$ cat src/rtl/wm_buzzer_seq.sv
// Pattern buzzer: square-wave tone gated into ON/OFF beep phases, driven by the
// shared tick strobe. Supports single beep, N-beep burst and continuous alarm.
module wm_buzzer_seq #(
  parameter int ON_TICKS  = 200,
  parameter int OFF_TICKS = 200,
  parameter int TONE_DIV  = 1,
  parameter int CNT_W     = 4,
  parameter int TICK_W    = 16
) (
  input  logic             clk,
  input  logic             rstn,
  input  logic             tick,
  input  logic             buzStart,
  input  logic             buzStop,
  input  logic [1:0]       buzMode,
  input  logic [CNT_W-1:0] buzCount,
  output logic             buzOut,
  output logic             buzBusy,
  output logic             buzDone
);

  localparam logic [1:0] ST_IDLE = 2'd0;
  localparam logic [1:0] ST_ON   = 2'd1;
  localparam logic [1:0] ST_OFF  = 2'd2;

  localparam logic [1:0] MODE_SINGLE = 2'b00;
  localparam logic [1:0] MODE_BURST  = 2'b01;
  localparam logic [1:0] MODE_CONT   = 2'b10;

  localparam logic [TICK_W-1:0] ON_LAST   = TICK_W'(ON_TICKS - 1);
  localparam logic [TICK_W-1:0] OFF_LAST  = TICK_W'(OFF_TICKS - 1);
  localparam logic [TICK_W-1:0] TONE_LAST = TICK_W'(TONE_DIV - 1);
  localparam logic [TICK_W-1:0] TICK_ONE  = TICK_W'(1);
  localparam logic [CNT_W-1:0]  BEEP_ONE  = CNT_W'(1);

  logic [1:0]        state_q, state_d;
  logic [1:0]        mode_q, mode_d;
  logic [CNT_W-1:0]  beeps_left_q, beeps_left_d;
  logic [TICK_W-1:0] phase_cnt_q, phase_cnt_d;
  logic [TICK_W-1:0] tone_cnt_q, tone_cnt_d;
  logic              buz_out_q, buz_out_d;
  logic              busy_q, busy_d;
  logic              done_q, done_d;

  always_comb begin
    // NOTE: every _d gets a default first so no path through the block infers a latch.
    state_d      = state_q;
    mode_d       = mode_q;
    beeps_left_d = beeps_left_q;
    phase_cnt_d  = phase_cnt_q;
    tone_cnt_d   = tone_cnt_q;
    buz_out_d    = buz_out_q;
    done_d       = 1'b0;

    // Commands outrank tick processing; stop outranks start.
    if (buzStop) begin
      state_d      = ST_IDLE;
      mode_d       = MODE_SINGLE;
      beeps_left_d = '0;
      phase_cnt_d  = '0;
      tone_cnt_d   = '0;
      buz_out_d    = 1'b0;
    end else if (buzStart) begin
      state_d      = ST_ON;
      mode_d       = (buzMode == 2'b11) ? MODE_SINGLE : buzMode;
      beeps_left_d = (buzMode == MODE_BURST && buzCount != '0) ? buzCount : BEEP_ONE;
      phase_cnt_d  = '0;
      tone_cnt_d   = '0;
      buz_out_d    = 1'b0;
    end else if (tick) begin
      case (state_q)
        ST_ON: begin
          if (phase_cnt_q == ON_LAST) begin
            buz_out_d   = 1'b0;
            phase_cnt_d = '0;
            tone_cnt_d  = '0;
            if (mode_q == MODE_CONT) begin
              state_d = ST_OFF;
            end else if (beeps_left_q == BEEP_ONE) begin
              state_d = ST_IDLE;
              done_d  = 1'b1;
            end else begin
              beeps_left_d = beeps_left_q - BEEP_ONE;
              state_d      = ST_OFF;
            end
          end else begin
            phase_cnt_d = phase_cnt_q + TICK_ONE;
            if (tone_cnt_q == TONE_LAST) begin
              buz_out_d  = ~buz_out_q;
              tone_cnt_d = '0;
            end else begin
              tone_cnt_d = tone_cnt_q + TICK_ONE;
            end
          end
        end
        ST_OFF: begin
          if (phase_cnt_q == OFF_LAST) begin
            phase_cnt_d = '0;
            tone_cnt_d  = '0;
            state_d     = ST_ON;
          end else begin
            phase_cnt_d = phase_cnt_q + TICK_ONE;
          end
        end
        default: ;
      endcase
    end

    busy_d = (state_d != ST_IDLE);
  end

  // NOTE: sequential state uses non-blocking assignments so all flops update together.
  always_ff @(posedge clk or negedge rstn) begin
    if (!rstn) begin
      state_q      <= ST_IDLE;
      mode_q       <= MODE_SINGLE;
      beeps_left_q <= '0;
      phase_cnt_q  <= '0;
      tone_cnt_q   <= '0;
      buz_out_q    <= 1'b0;
      busy_q       <= 1'b0;
      done_q       <= 1'b0;
    end else begin
      state_q      <= state_d;
      mode_q       <= mode_d;
      beeps_left_q <= beeps_left_d;
      phase_cnt_q  <= phase_cnt_d;
      tone_cnt_q   <= tone_cnt_d;
      buz_out_q    <= buz_out_d;
      busy_q       <= busy_d;
      done_q       <= done_d;
    end
  end

  assign buzOut  = buz_out_q;
  assign buzBusy = busy_q;
  assign buzDone = done_q;

endmodule

$ cat config.mk
export PLATFORM = sky130hd
export DESIGN_NAME = wm_buzzer_seq
export DESIGN_NICKNAME = d
export VERILOG_FILES = /design/src/rtl/wm_buzzer_seq.sv
export SDC_FILE = /design/constraint.sdc
export NUM_CORES = 1
export LEC_CHECK = 0
export ABC_CLOCK_PERIOD_IN_PS = 7400
export CAP_MARGIN = 20
export CORE_ASPECT_RATIO = 2
export CORE_MARGIN = 2
export CORE_UTILIZATION = 40
export CTS_CLUSTER_SIZE = 10
export DETAILED_ROUTE_END_ITERATION = 8
export PLACE_DENSITY = 0.58
export SETUP_SLACK_MARGIN = 0.15
export SYNTH_ARGS = -nofsm -noshare
export SYNTH_HDL_FRONTEND = slang
export SYNTH_SLANG_ARGS = --single-unit
export TNS_END_PERCENT = 5
$ cat constraint.sdc
create_clock -name clk -period 7.4 [get_ports clk]
set_clock_uncertainty 0.1 [all_clocks]
set_input_delay 2.22 -clock clk [delete_from_list [all_inputs] [get_ports clk]]
set_output_delay 2.22 -clock clk [all_outputs]
set_load 0.005 [all_outputs]
# --- Word level (Yosys, flattened, before mapping) ---
# Cells that the tools add are included.
word_totals:
  out_inout_bits: 3
  elab_cells: 82
  register_bits: 43
  input_bits: 11
classes:
  bitwise: 1
  n_reduce_logical: 16
  add_sub_neg: 3
  eq_ne: 10
  muxes: 44
op_table:
  columns: ["cell", "count"]
  rows:
  - ["two-way mux 16 bit", 11]
  - ["adder 16 x 1 -> 16 bit, second input constant", 2]
  - ["two-way mux 4 bit", 8]
  - ["case mux 16 bit (2 select lines)", 1]
  - ["two-way mux 2 bit", 10]
  - ["equality test 16 x 8 -> 1 bit, second input constant", 1]
  - ["zero test 16 bit", 1]
  - ["two-way mux 1 bit", 13]
  - ["nonzero test 3 bit", 4]
  - ["nonzero test 4 bit", 3]
  - ["equality test 2 bit, second input constant", 3]
  - ["!= test 3 bit, second input constant", 2]
  - ["AND reduction 3 bit", 2]
  - ["AND reduction 5 bit", 1]
  - ["equality test 2 x 1 -> 1 bit, second input constant", 2]
  - ["equality test 4 x 1 -> 1 bit, second input constant", 1]
  - ["!= test 4 bit, second input constant", 1]
  - ["case mux 2 bit (2 select lines)", 1]
  - ["nonzero test 2 bit", 2]
  - ["subtractor 4 x 1 -> 4 bit, second input constant", 1]
  - ["AND reduction 2 bit", 1]
  - ["OR reduction 2 bit", 1]
  - ["logical AND 1 bit", 1]
  - ["NOT 1 bit", 1]

# --- Logic depth before layout (Yosys ltp) ---
# Gate-level depths: netlist of run 1.
logic_depth:
  word_depth: 9
  mapped_depth: 8
  ltp_nobuf: 7

# --- Worst setup path after synthesis of run 1 ---
# OpenSTA, ideal clock, no wires.
synth_timing:
  path_type: "input port to flip-flop"
  start: "input port buzStop"
  end: "register tone_cnt_q[15]"
  setup_time_ps: 77
  path_buffers: 1
  required_time_ps: 7223
  arrival_time_ps: 3602
  cell_stages: 6
  path_slack_ps: 3620
  path_cell_list: "clkbuf_2 > nor2_1 > a21oi_1 > nand3_1 > or3_1 > a21oi_1"
synth_between:
  elab_chain_len: 2
  word_cells_on_any_way: 5
  classes_between: "eq/ne (1); mux (1); reduce/logical (3)"
synth_rtl:
  columns: ["element", "line_no", "rtl"]
  rows:
  - ["from (decl)", "14", "input logic buzStop,"]
  - ["!= test 4 bit (no source line) (tied with other cells)", null, null]
  - ["AND reduction 3 bit (no source line)", null, null]
  - ["to (signal assigned)", "128", "tone_cnt_q <= tone_cnt_d;"]
  - ["to (decl)", "40", "logic [TICK_W-1:0] tone_cnt_q, tone_cnt_d;"]
# Several ways; a longest one is shown, not always the timed one.
# A chain may end at the register's enable or synchronous reset.

# --- Worst setup path after layout of run 1 ---
layout_timing:
  start: "input port buzStart"
  end: "register tone_cnt_q[15]"
layout_between:
  elab_chain_len: 2
  word_cells_on_any_way: 6
  classes_between: "eq/ne (1); mux (2); reduce/logical (3)"
layout_rtl:
  columns: ["element", "line_no", "rtl"]
  rows:
  - ["from (decl)", "13", "input logic buzStart,"]
  - ["!= test 4 bit (no source line) (tied with other cells)", null, null]
  - ["AND reduction 3 bit (no source line) or two-way mux 16 bit (tied branches)", null, null]
# Several ways; a longest one is shown, not always the timed one.

==> summary.txt, run 1 <==
Route
  • Total vias in the final route: 1923
  • Wire per inst: 16.0 um
  • Remaining DRCs: 0
  • Final ANT Viol Nets: 0
  • Vias per cell: roughly 5.7
  • Initial DRT Pass Iterations: 4
  • Final wirelength: 5.44 mm
  • Iter 0 DRT Violations: 35

Die
  • Initial core utilization: 40.7%
  • Total Die Area: 6740 um2
  • Core Area: approximately 6000 um2
  • Site row count: 40
  • Die width: 59.0 um
  • I/O pin total: 14
  • Die height: 114 um

Global route
  • First-pass GRT wire length: 9.18 mm
  • Number of global-route vias before repair: roughly 1900
  • Total grt overflow: 0
  • Total Routing Usage GR: 18.4%
  • Antenna violations before repair: 0
  • Pin count of the biggest net entering global routing: between 40 and 50

STA
  • Worst slew pin tran: about 0.9 ns
  • Final Hold Viols: 0
  • # setup viols final: 0
  • Final setup margin: 3.00 ns
  • RSZ-0062 raised after global routing: false
  • Final period util: 59.4%
  • Final setup TNS: 0 ns
  • Top achievable clock speed: 227 MHz
  • Final worst path period need: 4.40 ns
  • Slew Limit Fails: 0
  • Relative slew margins: 39.7%
  • WHS: 0.441 ns

Worst hold path
  • Hold Crit Class: register to register

Layout
  • Area of the multi-input gates: around 1300 um2
  • Most frequent cells in the layout: 43 x dfrtp_1, 37 x nor2_1, 19 x nand2_1
  • Most common cell after layout, fill and taps aside: dfrtp_1
  • Sequential Area: 1080 um2
  • Filler cells: roughly 590
  • Share of cells above drive strength 1: 7.61%
  • Area Overhead vs Synth: 13.6%
  • Post-layout net count: slightly below 300
  • Ant diodes: 0
  • Cell area after layout: 2750 um2

Power
  • Register share of total power: 48.3%
  • Psw: 113 uW
  • Power Total: slightly below 500 uW
  • Internal: 384 uW
  • Worst IR Drop VDD: 0.000129 V
  • PD cells: between 150 and 200 nW/um2
  • Combinational Power Share: 7.2%
  • Sw Share: between 20% and 30%
  • Static leakage: 1.12 nW
  • Clock Power Share: 44.5%

Status
  • Status: finished, final reports clean

Clocking
  • Clock root cell: clkbuf_16
  • H-tree depth: 2
  • Setup repair bufs after CTS: 0
  • Total CTS buffers: 5
  • CTS clk-pin slew, worst paths: 0.06 ns
  • Clock Path Buffers: 2
  • CTS Sinks: 43
  • Worst skew pair latency: a little under 0.3 ns
  • Hold buffers post-CTS: 0
  • CTS resizes: 0
  • CTS tree: yes

Synthesis
  • Ys flop type: dfrtp_1
  • Avg Cell Area, Syn: between 9 and 10 um2
  • Syn nets: about 280
  • Number of flops mapped to enable cells by yosys: 0
  • Sequential share of the synthesized area: between 40% and 50%
  • Post-synth ARST share: 100%
  • Syn. warnings: 0
  • Post-synthesis cell count: approximately 260
  • Post-Syn Area: 2420 um2
  • Number of distinct library cells after synthesis: 50
  • Synthesized flop and latch total: 43

Placement
  • Placed cell area: 2590 um2
  • Post-Place Worst Slack: around 2.7 ns
  • GP Congestion: 0.785
  • Detailed Place HPWL: 4.07 mm
  • Port bufs: 13

Worst setup path
  • Worst setup SP type: input port
  • WP data arrival: 4.51 ns
  • Crit path capture type: register
  • CP Class: input port to register
  • Critical Path RT: 7.51 ns
  • CP max FO: 10
  • R2r setup slk: 4.31 ns

Run
  • Maxcap violations: 0
==> synthesized netlist by cell type (all sizes together), types with 2 or more instances <==
cell    number  area (um2)
nand3b       5        37.5
or4          3        30.0
clkbuf       3        12.5
a21o         2        15.0
dfrtp       43        1080
inv          8        30.0
nand4b       2        17.5
nor3        10        61.3
o21ai        8        43.8
nand4        7        43.8
and4         3        26.3
and3         5        31.3
xor2        13         114
nor4         4        31.3
ha           7        87.6
nand3       15        75.1
nor2b        3        18.8
nand2       19        71.3
nand2b       5        31.3
nor3b        4        30.0
o22ai        2        12.5
buf          4        32.5
a21oi       15        75.1
nor2        37         139
o41ai        2        17.5
xnor2       10        87.6
or3          6        38.8
==> sequential cells by signal, indices dropped and copies added, names as in the netlist <==
register      flops
beeps_left_q      4
buzBusy           1
buzDone           1
buzOut            1
mode_q            2
phase_cnt_q      16
state_q           2
tone_cnt_q       16
==> final timing paths <==
path	from	endpoint	cells past startpoint
setup / recovery	buzStart	tone_cnt_q[15]$_DFFE_PN0P_	6
hold / removal	tone_cnt_q[3]$_DFFE_PN0P_	tone_cnt_q[3]$_DFFE_PN0P_	1
setup reg to reg	phase_cnt_q[9]$_DFFE_PN0P_	tone_cnt_q[5]$_DFFE_PN0P_	5
hold reg to reg	tone_cnt_q[3]$_DFFE_PN0P_	tone_cnt_q[3]$_DFFE_PN0P_	1
max in group asynchronous	rstn	tone_cnt_q[7]$_DFFE_PN0P_	2
min in group asynchronous	rstn	phase_cnt_q[2]$_DFFE_PN0P_	1
==> power by group through the flow <==
stage                     sequential, mW  combinational (mW)  clock (mW)
final                              0.240              0.0356       0.221
after global routing               0.240              0.0401       0.235
after CTS                          0.240              0.0350       0.228
after detailed placement           0.245              0.0348           0
after global placement             0.245              0.0349           0
after floorplan                    0.244              0.0187           0
==> metrics by stage <==
| step | std cells | util, % |
|---|---|---|
| floorplan | 261 | - |
| global placement | 331 | 43.5 |
| detailed placement | 331 | 43.5 |
| CTS | 338 | 45.9 |
| global route | 339 | 46.2 |
| finish | 339 | 46.2 |
==> layout make-up <==
cell class	instances	area share (%)
Tap cell	63	2.86
Clock buffer	6	5.04
Multi-Input combinational cell	203	46.2
Inverter	8	1.09
Sequential cell	43	39.1
Clock inverter	1	0.182
Timing Repair Buffer	15	5.54
==> critical path, stage by stage <==
cell	delay (ns)
clkdlybuf4s50_1	0.66
nor2_1	0.21
a21oi_1	0.65
nand3_1	0.24
or3_1	0.39
a21oi_1	0.13
==> cell families (layout without fill, tap and decap cells) <==
group | count (synthesis) | count (layout) | synth area share (%)
simple gates | 132 | 132 | 29.4
flops | 43 | 43 | 44.4
compound gates | 40 | 40 | 10.7
xor+xnor | 23 | 23 | 8.31
buf+inv | 15 | 30 | 3.10
fa+ha+maj | 7 | 7 | 3.61
mux | 1 | 1 | 0.413
==> layer usage <==
metal	vias to the layer above	GRT usage, %	wire (um)
li1	954	-	-
met3	7	3.05	112
met5	-	0	0
met4	0	7.27	93
met1	938	20.2	2050
met2	24	33.6	3190
Power figures use the tool's default switching activity.
==> inputs of run 2 (changes only) <==
ABC_CLOCK_PERIOD_IN_PS = 4100   (was 7400)
clock period = 4.1 ns   (was 7.4 ns; I/O delays follow)
==> summary.txt, run 2 (synthesis gave the netlist of run 1 again) <==
Status
  • Status: finished, final reports clean

Placement
  • Port bufs: 13
  • GP Congestion: 0.754
  • Detailed Place HPWL: ~4.2 mm
  • Post-Place Worst Slack: between 0.5 and 0.6 ns

Worst setup path
  • Crit path cell chain: clkdlybuf4s50_1, or2_2, o211ai_1, nor3_1, xnor2_1, nor2_1
  • WP data arrival: 3.26 ns
  • CP Class: input port to register
  • Critical Path RT: around 4.2 ns
  • Crit path capture type: register
  • Critical Path Max Stage Delay: 0.58 ns
  • Slowest CP cell: o211ai_1
  • CP max FO: 13
  • CP top delay family: simple AND/OR/NAND/NOR gates
  • Worst setup SP type: input port
  • R2r setup slk: 1.17 ns
  • Buf/Inv on CP: 1

Clocking
  • Hold buffers post-CTS: 0
  • CTS resizes: 0
  • Total CTS buffers: 5
  • H-tree depth: 2
  • Clock root cell: clkbuf_16
  • Worst skew pair latency: 0.29 ns
  • Setup repair bufs after CTS: 0
  • CTS tree: yes
  • Clock Path Buffers: 2
  • CTS Sinks: 43
  • CTS clk-pin slew, worst paths: about 0.060 ns

STA
  • RSZ-0062 raised after global routing: false
  • Final worst path period need: 3.21 ns
  • Final period util: between 70% and 80%
  • Final setup TNS: 0 ns
  • Relative slew margins: 36.6%
  • # setup viols final: 0
  • Final setup margin: 0.892 ns
  • Final Hold Viols: 0
  • Worst slew pin tran: 0.951 ns
  • Slew Limit Fails: 0
  • Top achievable clock speed: roughly 310 MHz

Layout
  • Area Overhead vs Synth: 14.1%
  • Share of cells above drive strength 1: 8.24%
  • Biggest regs: phase_cnt_q: 16 flops, tone_cnt_q: 16 flops, beeps_left_q: 4 flops
  • Post-layout net count: between 200 and 300
  • Ant diodes: 0
  • Most frequent cells in the layout: 43 x dfrtp_1, 37 x nor2_1, 19 x nand2_1
  • Most common cell after layout, fill and taps aside: dfrtp_1
  • Filler cells: 577

Global route
  • Total grt overflow: 0
  • Pin count of the biggest net entering global routing: 44
  • First-pass GRT wire length: 9.51 mm
  • Number of global-route vias before repair: 2032
  • Antenna violations before repair: 0
  • Total Routing Usage GR: 19.1%

Power
  • Internal: 680 uW
  • Worst IR Drop VDD: between 0.0002 and 0.0003 V
  • Register share of total power: 48.6%
  • PD cells: 322 nW/um2
  • Psw: 211 uW
  • Combinational Power Share: 7.2%
  • Sw Share: 23.7%
  • Static leakage: 1.12 nW
  • Clock Power Share: between 40% and 50%

Route
  • Initial DRT Pass Iterations: 4
  • Total vias in the final route: 1965
  • Remaining DRCs: 0
  • Final ANT Viol Nets: 0
  • Iter 0 DRT Violations: 47
  • Wire per inst: 16.5 um
  • Final wirelength: 5.64 mm
  • Vias per cell: 5.75

Die
  • Die height: about 110 um
  • Total Die Area: approximately 6700 um2
  • Site row count: 40
  • Initial core utilization: 40.7%
  • Die width: 59.0 um
  • Core Area: 5960 um2
  • I/O pin total: 14

Worst hold path
  • Hold Crit Class: register to register

Run
  • Maxcap violations: 0
run 2: power by group through the flow:
stage / Clock, mW / Sequential, mW / Combinational [mW]
after global placement: 0 / 0.441 / 0.0623
after floorplan: 0 / 0.440 / 0.0337
after detailed placement: 0 / 0.441 / 0.0627
after CTS: 0.402 / 0.433 / 0.0630
after global routing: 0.423 / 0.433 / 0.0719
final: 0.394 / 0.433 / 0.0640
run 2: metal layers:
layer / wire length [um] / part of all wire (%) / GRT usage [%] / vias to the layer above
met5: 0 / 0 / 0 / -
met3: 149 / 2.6 / 4.63 / 12
met4: 166 / 2.9 / 8.48 / 0
met2: 3280 / 58 / 35.3 / 35
met1: 2050 / 36 / 19.1 / 957
li1: - / - / - / 961
run 2: final timing paths:
| kind | from | end | cells past startpoint |
|---|---|---|---|
| setup / recovery | buzStart | phase_cnt_q[15]$_DFFE_PN0P_ | 6 |
| hold / removal | mode_q[0]$_DFFE_PN0N_ | mode_q[0]$_DFFE_PN0N_ | 1 |
| setup reg to reg | phase_cnt_q[9]$_DFFE_PN0P_ | phase_cnt_q[10]$_DFFE_PN0P_ | 5 |
| hold reg to reg | mode_q[0]$_DFFE_PN0N_ | mode_q[0]$_DFFE_PN0N_ | 1 |
| max in group asynchronous | rstn | state_q[1]$_DFF_PN0_ | 2 |
| min in group asynchronous | rstn | phase_cnt_q[15]$_DFFE_PN0P_ | 1 |
run 2: layout make-up:
class | instances | area (um2) | share of cell area, %
clock inverters | 2 | 12.5 | 0.452
clock buffers | 6 | 129 | 4.66
repair buffers | 17 | 168 | 6.06
flip-flops and latches | 43 | 1080 | 38.9
multi-input cells | 203 | 1270 | 46.0
inverters | 8 | 30.0 | 1.09
well taps | 63 | 78.8 | 2.85
run 2: worst register-to-register path, stage by stage, from the launching register on:
cell and delay [ns]:
dfrtp_1 0.45, or4_4 0.56, or4_1 0.70, o21ai_2 0.58, o32ai_1 0.20, a32o_1 0.23
run 2: metrics by stage:
stage                     hold WS [ns]  cells  power, mW  util, %  area (um2)
after CTS                        0.383    341      0.898     46.1        2750
after global routing             0.394    342      0.928     46.4        2770
after detailed placement         0.369    333      0.504     43.7        2610
after floorplan                  0.344    261      0.474        -        2420
after global placement           0.365    333      0.503     43.7        2610
final                            0.373    342      0.891     46.4        2770
